**config.mk**
```make
export PLATFORM = sky130hd
export DESIGN_NAME = pc_unit
export DESIGN_NICKNAME = d
export VERILOG_FILES = /design/src/rtl/pc_unit.sv
export SDC_FILE = /design/constraint.sdc
export NUM_CORES = 1
export LEC_CHECK = 0
export CORE_MARGIN = 1
export CORE_UTILIZATION = 40
export CTS_CLUSTER_DIAMETER = 120
export CTS_CLUSTER_SIZE = 24
export DETAILED_ROUTE_END_ITERATION = 16
export PLACE_DENSITY = 0.67
export SLEW_MARGIN = 5
export SYNTH_ARGS = -nofsm -noshare
export SYNTH_HDL_FRONTEND = slang
export SYNTH_SLANG_ARGS = --single-unit
```
**constraint.sdc**
```tcl
create_clock -name clk -period 4.9 [get_ports clk]
set_input_delay 0.98 -clock clk [delete_from_list [all_inputs] [get_ports clk]]
set_output_delay 0.98 -clock clk [all_outputs]
set_load 0.01 [all_outputs]
```
**src/rtl/pc_unit.sv**
```systemverilog
// pc_unit: program counter for the MIPS datapath.
// It selects the next fetch address from branch, jump, jr and redirect controls.
// It also supports stall, a synchronous reset vector, and a return-address
// stack that predicts jr $ra targets.
module pc_unit #(
  parameter int unsigned          XLEN      = 32,
  parameter logic [XLEN-1:0]      RESET_PC  = '0,
  parameter int unsigned          RAS_DEPTH = 4
) (
  input  logic                               clk,
  input  logic                               rst,
  input  logic                               stall,
  input  logic [31:0]                        instruction,
  input  logic                               Branch,
  input  logic                               Bne,
  input  logic                               zero,
  input  logic                               Jump,
  input  logic                               Link,
  input  logic                               JumpReg,
  input  logic                               Ret,
  input  logic [XLEN-1:0]                    reg_target,
  input  logic                               redirect,
  input  logic [XLEN-1:0]                    redirect_pc,
  output logic [XLEN-1:0]                    pc,
  output logic [XLEN-1:0]                    pc_plus4,
  output logic [XLEN-1:0]                    next_pc,
  output logic                               ras_hit,
  output logic [$clog2(RAS_DEPTH+1)-1:0]     ras_count
);

  localparam int unsigned CW = $clog2(RAS_DEPTH + 1);
  localparam int unsigned PW = (RAS_DEPTH > 1) ? $clog2(RAS_DEPTH) : 1;

  logic [XLEN-1:0] ras [RAS_DEPTH];
  logic [PW-1:0]   ptr;
  logic [PW-1:0]   ptr_inc;
  logic [PW-1:0]   ptr_dec;
  logic [XLEN-1:0] br_tgt;
  logic [XLEN-1:0] j_tgt;
  logic [XLEN-1:0] r_tgt;
  logic            taken;
  logic            ras_valid;
  logic            accept;
  logic            push;
  logic            pop;

  assign pc_plus4 = pc + XLEN'(4);

  // Target computation, next-PC priority mux and RAS push/pop decode
  always_comb begin
    ras_valid = (ras_count != CW'(0));
    taken     = Branch & (zero ^ Bne);
    br_tgt    = pc_plus4 + {{(XLEN-18){instruction[15]}}, instruction[15:0], 2'b00};
    j_tgt     = {pc_plus4[XLEN-1:28], instruction[25:0], 2'b00};
    ras_hit   = JumpReg & Ret & ras_valid;
    r_tgt     = ras_hit ? ras[ptr] : {reg_target[XLEN-1:2], 2'b00};
    ptr_inc   = (ptr == PW'(RAS_DEPTH - 1)) ? PW'(0) : ptr + PW'(1);
    ptr_dec   = (ptr == PW'(0)) ? PW'(RAS_DEPTH - 1) : ptr - PW'(1);
    accept    = !stall | redirect;
    push      = accept & !redirect & Jump & Link & !JumpReg;
    pop       = accept & !redirect & ras_hit;

    next_pc = pc_plus4;
    if (redirect)     next_pc = {redirect_pc[XLEN-1:2], 2'b00};
    else if (JumpReg) next_pc = r_tgt;
    else if (Jump)    next_pc = j_tgt;
    else if (taken)   next_pc = br_tgt;
  end

  // PC, RAS pointer and saturating RAS count
  always_ff @(posedge clk) begin
    if (rst) begin
      pc        <= RESET_PC;
      ptr       <= '0;
      ras_count <= '0;
    end else if (accept) begin
      pc <= next_pc;
      if (push) begin
        ptr <= ptr_inc;
        if (ras_count != CW'(RAS_DEPTH)) ras_count <= ras_count + CW'(1);
      end else if (pop) begin
        ptr       <= ptr_dec;
        ras_count <= ras_count - CW'(1);
      end
    end
  end

  // RAS storage; a push on a full stack overwrites the oldest entry
  always_ff @(posedge clk) begin
    if (!rst && push) ras[ptr_inc] <= pc_plus4;
  end

endmodule

```
==> metrics.yaml <==
status: "finished, violations left"
failed_checks: "negative setup slack"
area_growth_pct: 58.3
path_clk_slew_ns: 0.08
synth.area.top_cells: "edfxtp_1 (38%), dfxtp_1 (7.8%), mux4_2 (7.2%)"
dp_cells: 1670
dieHeight_microns: 161
yosysTopAreaCellShare: 0.382
crit_fanout: 4
report.final.slew_viol_count: 0
core.rowCount: 57
die_x_microns: 161
synth_cell_types: 76
cts_sinks: 167
drv_cap: 0
root_buffer: "clkbuf_16"
power_mw: 4.29
tightest_slew_ns: 0.980
grt_max_degree: 33
min_path_type: "register to register"
postCtsHoldBufs: 0
syn_area_sq_mm: 0.0101
vias: 10227
stdcell_area_sq_mm: 0.0159
portBuffers: 196
cts_made_buffers: 17
dieArea_sq_mm: 0.0258
critPathCaptureType: "output port"
wl_per_cell_microns: 22.9
fmax_ghz: 0.193
hold_violations: 0
powerDensity_mw_per_mm2: 270
ir_worst_vdd_uv: 200
drive_above_1_share: 0.362
path_class: "register to output port"
postSynthAreaPerCell_sq_um: 10.2
post-route-drc-count: 0
fin_crit_ns: 5.19
antenna_found_initial: 0
vias_per_cell: 5.80
clockBufferDepth: 2
cp_data_required_time_ns: 3.92
grt_pass1_wl_microns: 59500
skew_ns: 0.0144
gp_congestion: 0.920
yosysWarnings: 0
overflow: 0
finalWorstSetupSlack_ns: -0.293
crit_chain: "ha_4 > nand3_4 > or2_4 > buf_4 > nor2_4 > xor2_2 > ha_4 > nand2_2 > o21ai_1 > a211o_1 > a221oi_4 > o21ai_2 > or4_1 > a32o_2 > mux2_4 > buf_6"
min_period_over_period: 1.06
utilization: 0.651
max_slew_margin: 0.345
arrival_ns: 4.21
async_flop_share: 0
core_sq_mm: 0.0245
crit_slowest_cell: "or4_1"
synth_edf_count: 128
placed_area_sq_mm: 0.0139
grt_pass1_vias: 9936
io_pins: 207
rsz0062_at_grt: "yes"
start_util: 0.411
final_cells: 1763
synth_nets: 1138
wirelength_microns: 40300
hpwl_microns: 28600
ys_seq_area_frac: 0.460
yosysTopAreaCell: "edfxtp_1"
start_kind: "register"
power_leakage_nw: 6.33
drt_iter0_markers: 1143
worstSkewPairLatency_ns: 0.45
cp_slowest_stage_delay_ns: 0.49
cts_tree: "done"
ys_seq_elements: 167
dr.pass1.iters: 7
final-setup-viol-count: 11
cts.htree.levels: 4
path_common_cell: "ha_4"
synth_ff_type: "edfxtp_1"
syn_inst: 987
fin_nets: 1577
antennaDiodeCount: 0
grtUsageTotal: 0.310
ant_nets: 0
[cells in the mapped netlist, types with 4 or more instances]
cell,count
xnor2_1,31
nand3_1,30
and3_1,13
a21oi_1,73
o22ai_1,9
mux2_2,4
o31ai_1,8
o211a_1,5
o21ai_0,49
clkbuf_1,43
ha_1,42
inv_1,15
a221o_1,5
a211oi_1,12
or2_2,6
nand2b_1,8
nand2_1,169
a31oi_1,14
nand4_1,10
edfxtp_1,128
o221ai_1,9
o21ai_1,7
nor4_1,6
dfxtp_1,39
o21bai_1,7
and4_1,4
o211ai_1,10
a211o_1,5
nor3_1,17
mux4_2,32
buf_1,6
xor2_1,23
a21o_1,10
nor2_1,70
o21a_1,6
[flip-flops by register name, summed over array words and instances, names as in the netlist, named ones only]
name / count
ras: 128
pc: 32
ras_count: 3
ptr: 2
[layout make-up]
| type | count | area, sq um |
|---|---|---|
| Fill cell | 1890 | 8530 |
| Tap cell | 324 | 405 |
| Clock inverter | 15 | 164 |
| Timing Repair Buffer | 474 | 4050 |
| Inverter | 17 | 63.8 |
| Clock buffer | 17 | 425 |
| Multi-Input combinational cell | 749 | 6190 |
| Sequential cell | 167 | 4630 |
[cells in the final DEF, fill, tap and decap left out, types with 17 or more instances in the layout]
master,netlist,layout
a21oi_1,73,51
buf_4,2,263
clkbuf_16,0,17
clkdlybuf4s50_1,0,172
dfxtp_1,39,35
edfxtp_1,128,128
ha_1,42,26
mux4_2,32,32
nand2_1,169,161
nand3_1,30,26
nor2_1,70,61
o21ai_0,49,31
xnor2_1,31,18
[worst max-delay path: cells and delay by family (launching register included)]
kind / cells / cell delay (ns)
AND/OR/NAND/NOR: 5 / 1.07
multiplexers: 1 / 0.26
buffers and inverters: 2 / 0.29
XOR/XNOR: 1 / 0.24
AO/OA/AOI/OAI: 5 / 1.13
flip-flops: 1 / 0.38
adder cells (fa/ha/maj): 2 / 0.41
[power breakdown]
part | leakage, nW | internal (mW) | switching (mW) | total [mW]
registers | 1.51 | 1.55 | 0.0279 | 1.58
logic | 4.53 | 0.663 | 0.651 | 1.31
clock network | 0.281 | 0.762 | 0.635 | 1.40
[kinds of logic (layout without fill, tap and decap cells)]
family / after synthesis / in the layout / share of synthesized area
fa+ha+maj: 44 / 44 / 0.0562
buf+inv: 71 / 523 / 0.0276
xor+xnor: 54 / 54 / 0.0470
mux: 38 / 38 / 0.0786
simple gates: 347 / 347 / 0.155
flops: 167 / 167 / 0.460
compound gates: 266 / 266 / 0.176
[what timing repair did]
action | in CTS | in global routing
pin swaps | 87 | 79
resized for setup | 194 | 83
setup buffers | 45 | 19
setup endpoints to repair | 22 | 23
[final timing paths]
kind | startpoint | endpoint | slack, ns | cells past startpoint
max | pc[2]$_SDFFE_PP0N_ | next_pc[26] | -0.29 | 16
max reg2reg | pc[2]$_SDFFE_PP0N_ | pc[31]$_SDFFE_PP0N_ | 0.95 | 23
min reg2reg | pc[1]$_SDFFE_PP0N_ | ras[1][1]$_DFFE_PP_ | 0.57 | 0
min | pc[1]$_SDFFE_PP0N_ | ras[1][1]$_DFFE_PP_ | 0.57 | 0
[per-layer routing]
layer	part of all wire	vias to the layer above	global-route usage
met2	0.47	501	0.495
met4	0.025	0	0.0935
li1	-	4593	-
met5	0	-	0
met3	0.082	69	0.0460
met1	0.43	5064	0.435
[stage by stage]
| stage | setup slack [ns] | hold slack (ns) | setup TNS (ns) |
|---|---|---|---|
| finish | -0.293 | 0.574 | -1.74 |
| global route | -0.387 | 0.583 | -3.43 |
| CTS | -0.309 | 0.570 | -1.42 |
| detailed placement | -0.776 | 0.562 | -7.38 |
| global placement | -0.732 | 0.559 | -7.08 |
| floorplan | -0.0259 | 0.489 | -0.0259 |
Note: power is estimated with default switching activity, not from simulation.
